<file path="src/rtl/ps2_key_pkg.sv">
// Shared scancodes, FSM encoding and held-key bookkeeping for the PS/2 paddle key controller.
package ps2_key_pkg;

  localparam int EV_CODE_W = 8;

  localparam logic [7:0] SC_E0    = 8'hE0;
  localparam logic [7:0] SC_F0    = 8'hF0;
  localparam logic [7:0] SC_W     = 8'h1D;
  localparam logic [7:0] SC_S     = 8'h1B;
  localparam logic [7:0] SC_I     = 8'h43;
  localparam logic [7:0] SC_K     = 8'h42;
  localparam logic [7:0] SC_UPARR = 8'h75;
  localparam logic [7:0] SC_DNARR = 8'h72;

  localparam int TIMEOUT_CYC_DEF = 2_500_000;
  localparam int CNT_W_DEF       = 22;

  typedef enum logic [1:0] {
    ST_IDLE    = 2'd0,
    ST_EXT     = 2'd1,
    ST_BRK     = 2'd2,
    ST_EXT_BRK = 2'd3
  } key_state_t;

  localparam int HK_W   = 0;
  localparam int HK_S   = 1;
  localparam int HK_I   = 2;
  localparam int HK_K   = 3;
  localparam int HK_UP  = 4;
  localparam int HK_DN  = 5;
  localparam int HK_NUM = 6;

  // Arrow keys only count with the E0 prefix; keypad 8/2 (same codes, no E0) are ignored.
  function automatic logic [HK_NUM-1:0] key_mask(input logic [7:0] code, input logic ext);
    logic [HK_NUM-1:0] m;
    m = '0;
    if (!ext) begin
      case (code)
        SC_W:    m[HK_W] = 1'b1;
        SC_S:    m[HK_S] = 1'b1;
        SC_I:    m[HK_I] = 1'b1;
        SC_K:    m[HK_K] = 1'b1;
        default: m = '0;
      endcase
    end else begin
      case (code)
        SC_UPARR: m[HK_UP] = 1'b1;
        SC_DNARR: m[HK_DN] = 1'b1;
        default:  m = '0;
      endcase
    end
    return m;
  endfunction

endpackage

</file>
<file path="src/rtl/ps2_evt_buf.sv">
// One-entry valid/ready holding register for decoded key events.
// A push into a full buffer that is not being popped is lost and flagged by a one-cycle drop pulse.
module ps2_evt_buf
  import ps2_key_pkg::*;
(
  input  logic                 clk,
  input  logic                 reset,
  input  logic                 push,
  input  logic [EV_CODE_W-1:0] push_code,
  input  logic                 push_ext,
  input  logic                 push_brk,
  input  logic                 ready,
  output logic                 valid,
  output logic [EV_CODE_W-1:0] code,
  output logic                 ext,
  output logic                 brk,
  output logic                 drop
);

  logic pop;
  logic load;

  assign pop  = valid & ready;
  assign load = push & (~valid | pop);

  always_ff @(posedge clk or posedge reset) begin
    if (reset) begin
      valid <= 1'b0;
      code  <= '0;
      ext   <= 1'b0;
      brk   <= 1'b0;
      drop  <= 1'b0;
    end else begin
      drop <= push & ~load;
      if (load) begin
        valid <= 1'b1;
        code  <= push_code;
        ext   <= push_ext;
        brk   <= push_brk;
      end else if (pop) begin
        valid <= 1'b0;
      end
    end
  end

endmodule

</file>
<file path="src/rtl/ps2_key_ctrl.sv">
// Turns the PS/2 receiver byte stream into make/break events and resolved paddle commands.
//
//   state      | meaning
//   ST_IDLE    | no prefix pending; plain byte completes a make
//   ST_EXT     | E0 seen; waiting for F0 or the extended code
//   ST_BRK     | F0 seen; next byte completes a break
//   ST_EXT_BRK | E0 F0 seen; next byte completes an extended break
module ps2_key_ctrl
  import ps2_key_pkg::*;
#(
  parameter int TIMEOUT_CYC = TIMEOUT_CYC_DEF,
  parameter int CNT_W       = CNT_W_DEF
) (
  input  logic       clk,
  input  logic       reset,
  input  logic       rx_done_tick,
  input  logic [7:0] rx_data,
  input  logic       freeze,
  output logic       rx_en,
  output logic       p1_up,
  output logic       p1_dn,
  output logic       p2_up,
  output logic       p2_dn,
  output logic       ev_valid,
  input  logic       ev_ready,
  output logic [7:0] ev_code,
  output logic       ev_ext,
  output logic       ev_brk,
  output logic       ev_drop
);

  localparam logic [CNT_W-1:0] TO_LAST = CNT_W'(TIMEOUT_CYC - 1);

  key_state_t        state, state_nxt;
  logic [CNT_W-1:0]  cnt, cnt_nxt;
  logic [HK_NUM-1:0] held, held_nxt;
  logic [1:0]        last_up, last_up_nxt;

  logic              byte_acc;
  logic              is_prefix;
  logic              done;
  logic              done_ext;
  logic              done_brk;
  logic              push;
  logic [HK_NUM-1:0] mask;

  assign byte_acc  = rx_done_tick & rx_en;
  assign is_prefix = (rx_data == SC_E0) | (rx_data == SC_F0);

  always_ff @(posedge clk or posedge reset) begin
    if (reset) begin
      state   <= ST_IDLE;
      cnt     <= '0;
      held    <= '0;
      last_up <= '0;
      rx_en   <= 1'b0;
    end else begin
      state   <= state_nxt;
      cnt     <= cnt_nxt;
      held    <= held_nxt;
      last_up <= last_up_nxt;
      rx_en   <= ~freeze;
    end
  end

  always_comb begin
    state_nxt   = state;
    cnt_nxt     = cnt;
    held_nxt    = held;
    last_up_nxt = last_up;
    done        = 1'b0;
    done_ext    = 1'b0;
    done_brk    = 1'b0;
    push        = 1'b0;

    // Freeze wins over a byte arriving in the same cycle: the byte is dropped with the sequence.
    if (freeze) begin
      state_nxt = ST_IDLE;
      cnt_nxt   = '0;
      held_nxt  = '0;
    end else if (byte_acc) begin
      cnt_nxt = '0;
      case (state)
        ST_IDLE: begin
          if (rx_data == SC_E0) state_nxt = ST_EXT;
          else if (rx_data == SC_F0) state_nxt = ST_BRK;
          else done = 1'b1;
        end
        ST_EXT: begin
          state_nxt = ST_IDLE;
          if (rx_data == SC_F0) begin
            state_nxt = ST_EXT_BRK;
          end else if (rx_data != SC_E0) begin
            done     = 1'b1;
            done_ext = 1'b1;
          end
        end
        ST_BRK: begin
          state_nxt = ST_IDLE;
          if (!is_prefix) begin
            done     = 1'b1;
            done_brk = 1'b1;
          end
        end
        ST_EXT_BRK: begin
          state_nxt = ST_IDLE;
          if (!is_prefix) begin
            done     = 1'b1;
            done_ext = 1'b1;
            done_brk = 1'b1;
          end
        end
        default: state_nxt = ST_IDLE;
      endcase
    end else if (state != ST_IDLE) begin
      if (cnt == TO_LAST) begin
        state_nxt = ST_IDLE;
        cnt_nxt   = '0;
      end else begin
        cnt_nxt = cnt + 1'b1;
      end
    end

    mask = key_mask(rx_data, done_ext);

    // A make of a key already held is typematic repeat: no event, last-pressed untouched.
    if (done) begin
      if (done_brk) begin
        held_nxt = held & ~mask;
        push     = 1'b1;
      end else if ((held & mask) == '0) begin
        held_nxt = held | mask;
        push     = 1'b1;
        if (mask[HK_W]) last_up_nxt[0] = 1'b1;
        if (mask[HK_S]) last_up_nxt[0] = 1'b0;
        if (mask[HK_I] | mask[HK_UP]) last_up_nxt[1] = 1'b1;
        if (mask[HK_K] | mask[HK_DN]) last_up_nxt[1] = 1'b0;
      end
    end
  end

  logic p1_up_h, p1_dn_h, p2_up_h, p2_dn_h;

  assign p1_up_h = held[HK_W];
  assign p1_dn_h = held[HK_S];
  assign p2_up_h = held[HK_I] | held[HK_UP];
  assign p2_dn_h = held[HK_K] | held[HK_DN];

  assign p1_up = p1_up_h & (~p1_dn_h | last_up[0]);
  assign p1_dn = p1_dn_h & (~p1_up_h | ~last_up[0]);
  assign p2_up = p2_up_h & (~p2_dn_h | last_up[1]);
  assign p2_dn = p2_dn_h & (~p2_up_h | ~last_up[1]);

  ps2_evt_buf u_evt_buf (
    .clk       (clk),
    .reset     (reset),
    .push      (push),
    .push_code (rx_data),
    .push_ext  (done_ext),
    .push_brk  (done_brk),
    .ready     (ev_ready),
    .valid     (ev_valid),
    .code      (ev_code),
    .ext       (ev_ext),
    .brk       (ev_brk),
    .drop      (ev_drop)
  );

endmodule
</file>
<file path="config.mk">
export PLATFORM = sky130hd
export DESIGN_NAME = ps2_key_ctrl
export DESIGN_NICKNAME = d
export VERILOG_FILES = /design/src/rtl/ps2_key_pkg.sv /design/src/rtl/ps2_evt_buf.sv /design/src/rtl/ps2_key_ctrl.sv
export SDC_FILE = /design/constraint.sdc
export NUM_CORES = 1
export LEC_CHECK = 0
export BUFFER_PORTS_ARGS = -buffer_cell sky130_fd_sc_hd__buf_2
export CAP_MARGIN = 15
export CORE_ASPECT_RATIO = 1.1
export CORE_MARGIN = 10
export CORE_UTILIZATION = 50
export CTS_BUF_LIST = sky130_fd_sc_hd__clkbuf_4 sky130_fd_sc_hd__clkbuf_8
export CTS_CLUSTER_SIZE = 14
export DETAILED_ROUTE_END_ITERATION = 16
export GPL_ROUTABILITY_DRIVEN = 0
export PLACE_DENSITY_LB_ADDON = 0.08
export SYNTH_ARGS = -nofsm -noshare
export SYNTH_HDL_FRONTEND = slang
export SYNTH_SLANG_ARGS = --single-unit
</file>
<file path="constraint.sdc">
create_clock -name clk -period 2 [get_ports clk]
set_input_delay 0.2 -clock clk [delete_from_list [all_inputs] [get_ports clk]]
set_output_delay 0.2 -clock clk [all_outputs]
set_load 0.03 [all_outputs]
</file>
==> impl_results.md <==
- Clk buf depth: 2
- Mapped Area: 0.002577 mm^2
- Tot Pwr: around 0.0021 W
- Mapped Cells: approximately 290
- Layout cells sized above 1: 0.2212
- Top FF cell, synth: dfrtp_1
- Commonest non-fill, non-tap cell in the layout: dfrtp_1
- Clk slew on worst S/H paths: 80 ps
- Critical path class: reg -> reg
- Final Max Tran Viols: 0
- Slew HR: 0.6195
- Port-buffer cells: 29
- Slew at the pin with the worst max-slew slack: about 570 ps
- Post-Route Setup TNS: 0 ps
- Core Area: 0.005000 mm^2
- Post-synth EDFFs: 0
- Worst EP required: between 2000 and 2500 ps
- Fraction of registers with async set/reset: 1.000
- Number of global-route vias before repair: about 2.3k
- Htree depth: 2
- Crit start category: register
- DRC Markers: 0
- Tmin final: between 1500 and 2000 ps
- CP max FO: 11
- Seq/Total Area, Yosys: 0.4369
- Yosys reg bits: 45
- Ant. Diodes: 0
- Routed wire length: approximately 6.4 mm
- CTS root buf: clkbuf_8
- DP Area: between 0.002 and 0.003 mm^2
- Vias per cell: 5.977
- Leak Pwr: between 1 and 1.5 nW
- Synth Warn #: 0
- Post-layout net count: 352
- Worst Path Arrival: ~2000 ps
- Die area: about 0.0084 mm^2
- Largest net degree at the start of global routing: 46
- Die height: 95.30 um
- Detail Route Antenna Nets: 0
- Die Width: just under 90 um
- Fin area: approximately 0.003 mm^2
- CTS buffer count: 5
- Hold crit path type: in -> async
- First-pass GRT wire length: about 11 mm
- Avg Inst Size Synth: 9.044 um^2
- Clock sinks: between 40 and 50
- Area of the multi-input gates: 0.001325 mm^2
- Initial Utilization: 0.5155
- Synth Net Count: 299
- Drt pass-1 iters: 4
- Crit. End Element: register
- Netlist cell types: 52
- Power Density: between 600 and 700 mW/mm^2
- Io pins: 30
- Tcrit/Tclk final: 0.9360
- RSZ-0062 raised after global routing: false
- # Post-CTS Setup Buffers: 0
- Most frequent cells in the layout: dfrtp_1, buf_2, nor2_1, buf_4, nand2_1
- Placed cell count: 389
- Number of fillers in the final layout: 455
- Vias: 2373
- Worst IR drop on VDD: around 0.00033 V
- Post-DP HPWL: 4.811 mm
- Mean routed wirelength per cell: between 15 and 20 um
- Max Cap Viol: 0
- Drt initial violations: 83
- Global route total overflow: 0
- FMAX: 534.2 MHz
- Row count: 27
- Fin cells: roughly 400
- Clock latency on the worst-skew pair: around 290 ps
- CTS tree: done
- Final setup vio count: 0
- Final Hold Fails: 0
- GRT Overall Usage: 0.1549
- Area growth, synth to finish: 19.17%
- Outcome: completed
- Storage cell area: around 0.0011 mm^2
- Worst clock skew: roughly 7.3 ps
- Antenna violations before repair: 0
- Final Util: 0.6144
==> final cells by class <==
class,count,share of cell area
clock inverters,1,0.009776
inverters,21,0.02566
flip-flops and latches,45,0.3670
multi-input cells,209,0.4314
clock buffers,7,0.02933
repair buffers,56,0.1132
well taps,58,0.02363
==> power breakdown <==
part           switching, W  internal, W  total (W)
logic              0.000228     0.000116   0.000345
registers         0.0000267     0.000953   0.000980
clock network      0.000309     0.000421   0.000730
total              0.000564      0.00149    0.00205
==> what timing repair did <==
| item | 4_1_cts | 5_1_grt |
|---|---|---|
| gates resized for setup | 0 | 2 |
| endpoints found under the setup margin | 0 | 9 |
| hold endpoints to repair | 0 | 0 |
| hold buffers | 0 | 0 |
==> final timing paths <==
path | slack [ps] | endpoint | start | cells past startpoint
setup reg to reg | 130 | u_evt_buf.ext | state[0] | 5
setup / recovery | 130 | u_evt_buf.ext | state[0] | 5
min in group clk | 170 | held[2] | freeze | 2
hold / removal | 30 | u_evt_buf.valid | reset | 3
max in group asynchronous | 1540 | state[0] | reset | 3
hold reg to reg | 530 | u_evt_buf.brk | u_evt_buf.brk | 2
==> critical path: stages (launching register included) <==
cell and delay (ps):
dfrtp_2 460, or4_1 550, o211a_4 280, a31oi_2 150, buf_4 210, o32ai_1 100
==> synth_stat cells (2+ instances only) <==
library cell,n,area (um^2)
a211oi_1,3,22.52
a21o_1,2,15.01
a21oi_1,10,50.05
a311oi_1,2,17.52
a31oi_1,10,62.56
a41oi_1,3,26.28
and2_1,3,18.77
and3_1,7,43.79
and4_1,4,35.03
and4bb_2,2,25.02
clkbuf_1,6,22.52
dfrtp_1,45,1126
inv_1,21,78.83
mux2i_1,2,20.02
nand2_1,25,93.84
nand2b_1,7,43.79
nand3_1,9,45.04
nand3b_1,2,15.01
nand4_1,9,56.30
nand4b_1,4,35.03
nor2_1,28,105.1
nor3_1,6,30.03
nor4_1,7,43.79
nor4bb_1,2,20.02
o211ai_1,3,22.52
o21a_1,2,15.01
o21ai_0,11,55.05
o22ai_1,3,18.77
o32ai_1,9,78.83
or2_2,2,12.51
or3_1,2,12.51
or4_1,2,15.01
xnor2_1,3,26.28
xor2_1,11,96.34
==> sequential cells by signal, summed over array words and instances (netlist names) <==
register,count
cnt,22
u_evt_buf.valid,1
u_evt_buf.brk,1
last_up,2
held,6
rx_en,1
u_evt_buf.drop,1
u_evt_buf.code,8
state,2
u_evt_buf.ext,1
==> through the flow <==
stage	hold slack, ps	worst slack [ps]
after floorplan	266.8	8.945
after global placement	374.1	87.26
after detailed placement	375.2	35.04
after CTS	54.93	84.55
after global routing	86.87	3.679
final	26.71	128.1
==> kinds of logic (layout without fill, tap and decap cells) <==
family,after synthesis,count (layout),synth area share
AOI/OAI and AO/OA,65,65,0.1786
xor gates and xnor gates,14,14,0.04757
adders and majority gates,1,1,0.004854
buffers and inverters,31,85,0.05000
DFF,45,45,0.4369
muxes,3,3,0.01214
and+or+nand+nor,126,126,0.2699
==> layer usage <==
| metal | global-route usage | vias to the layer above | routed length [um] |
|---|---|---|---|
| met5 | 0 | - | 0 |
| met4 | 0.07412 | 0 | 200 |
| met3 | 0.03072 | 19 | 281 |
| met2 | 0.2594 | 54 | 3151 |
| met1 | 0.1863 | 1138 | 2779 |
| li1 | - | 1162 | - |
Note: power is estimated with default switching activity, not from simulation.
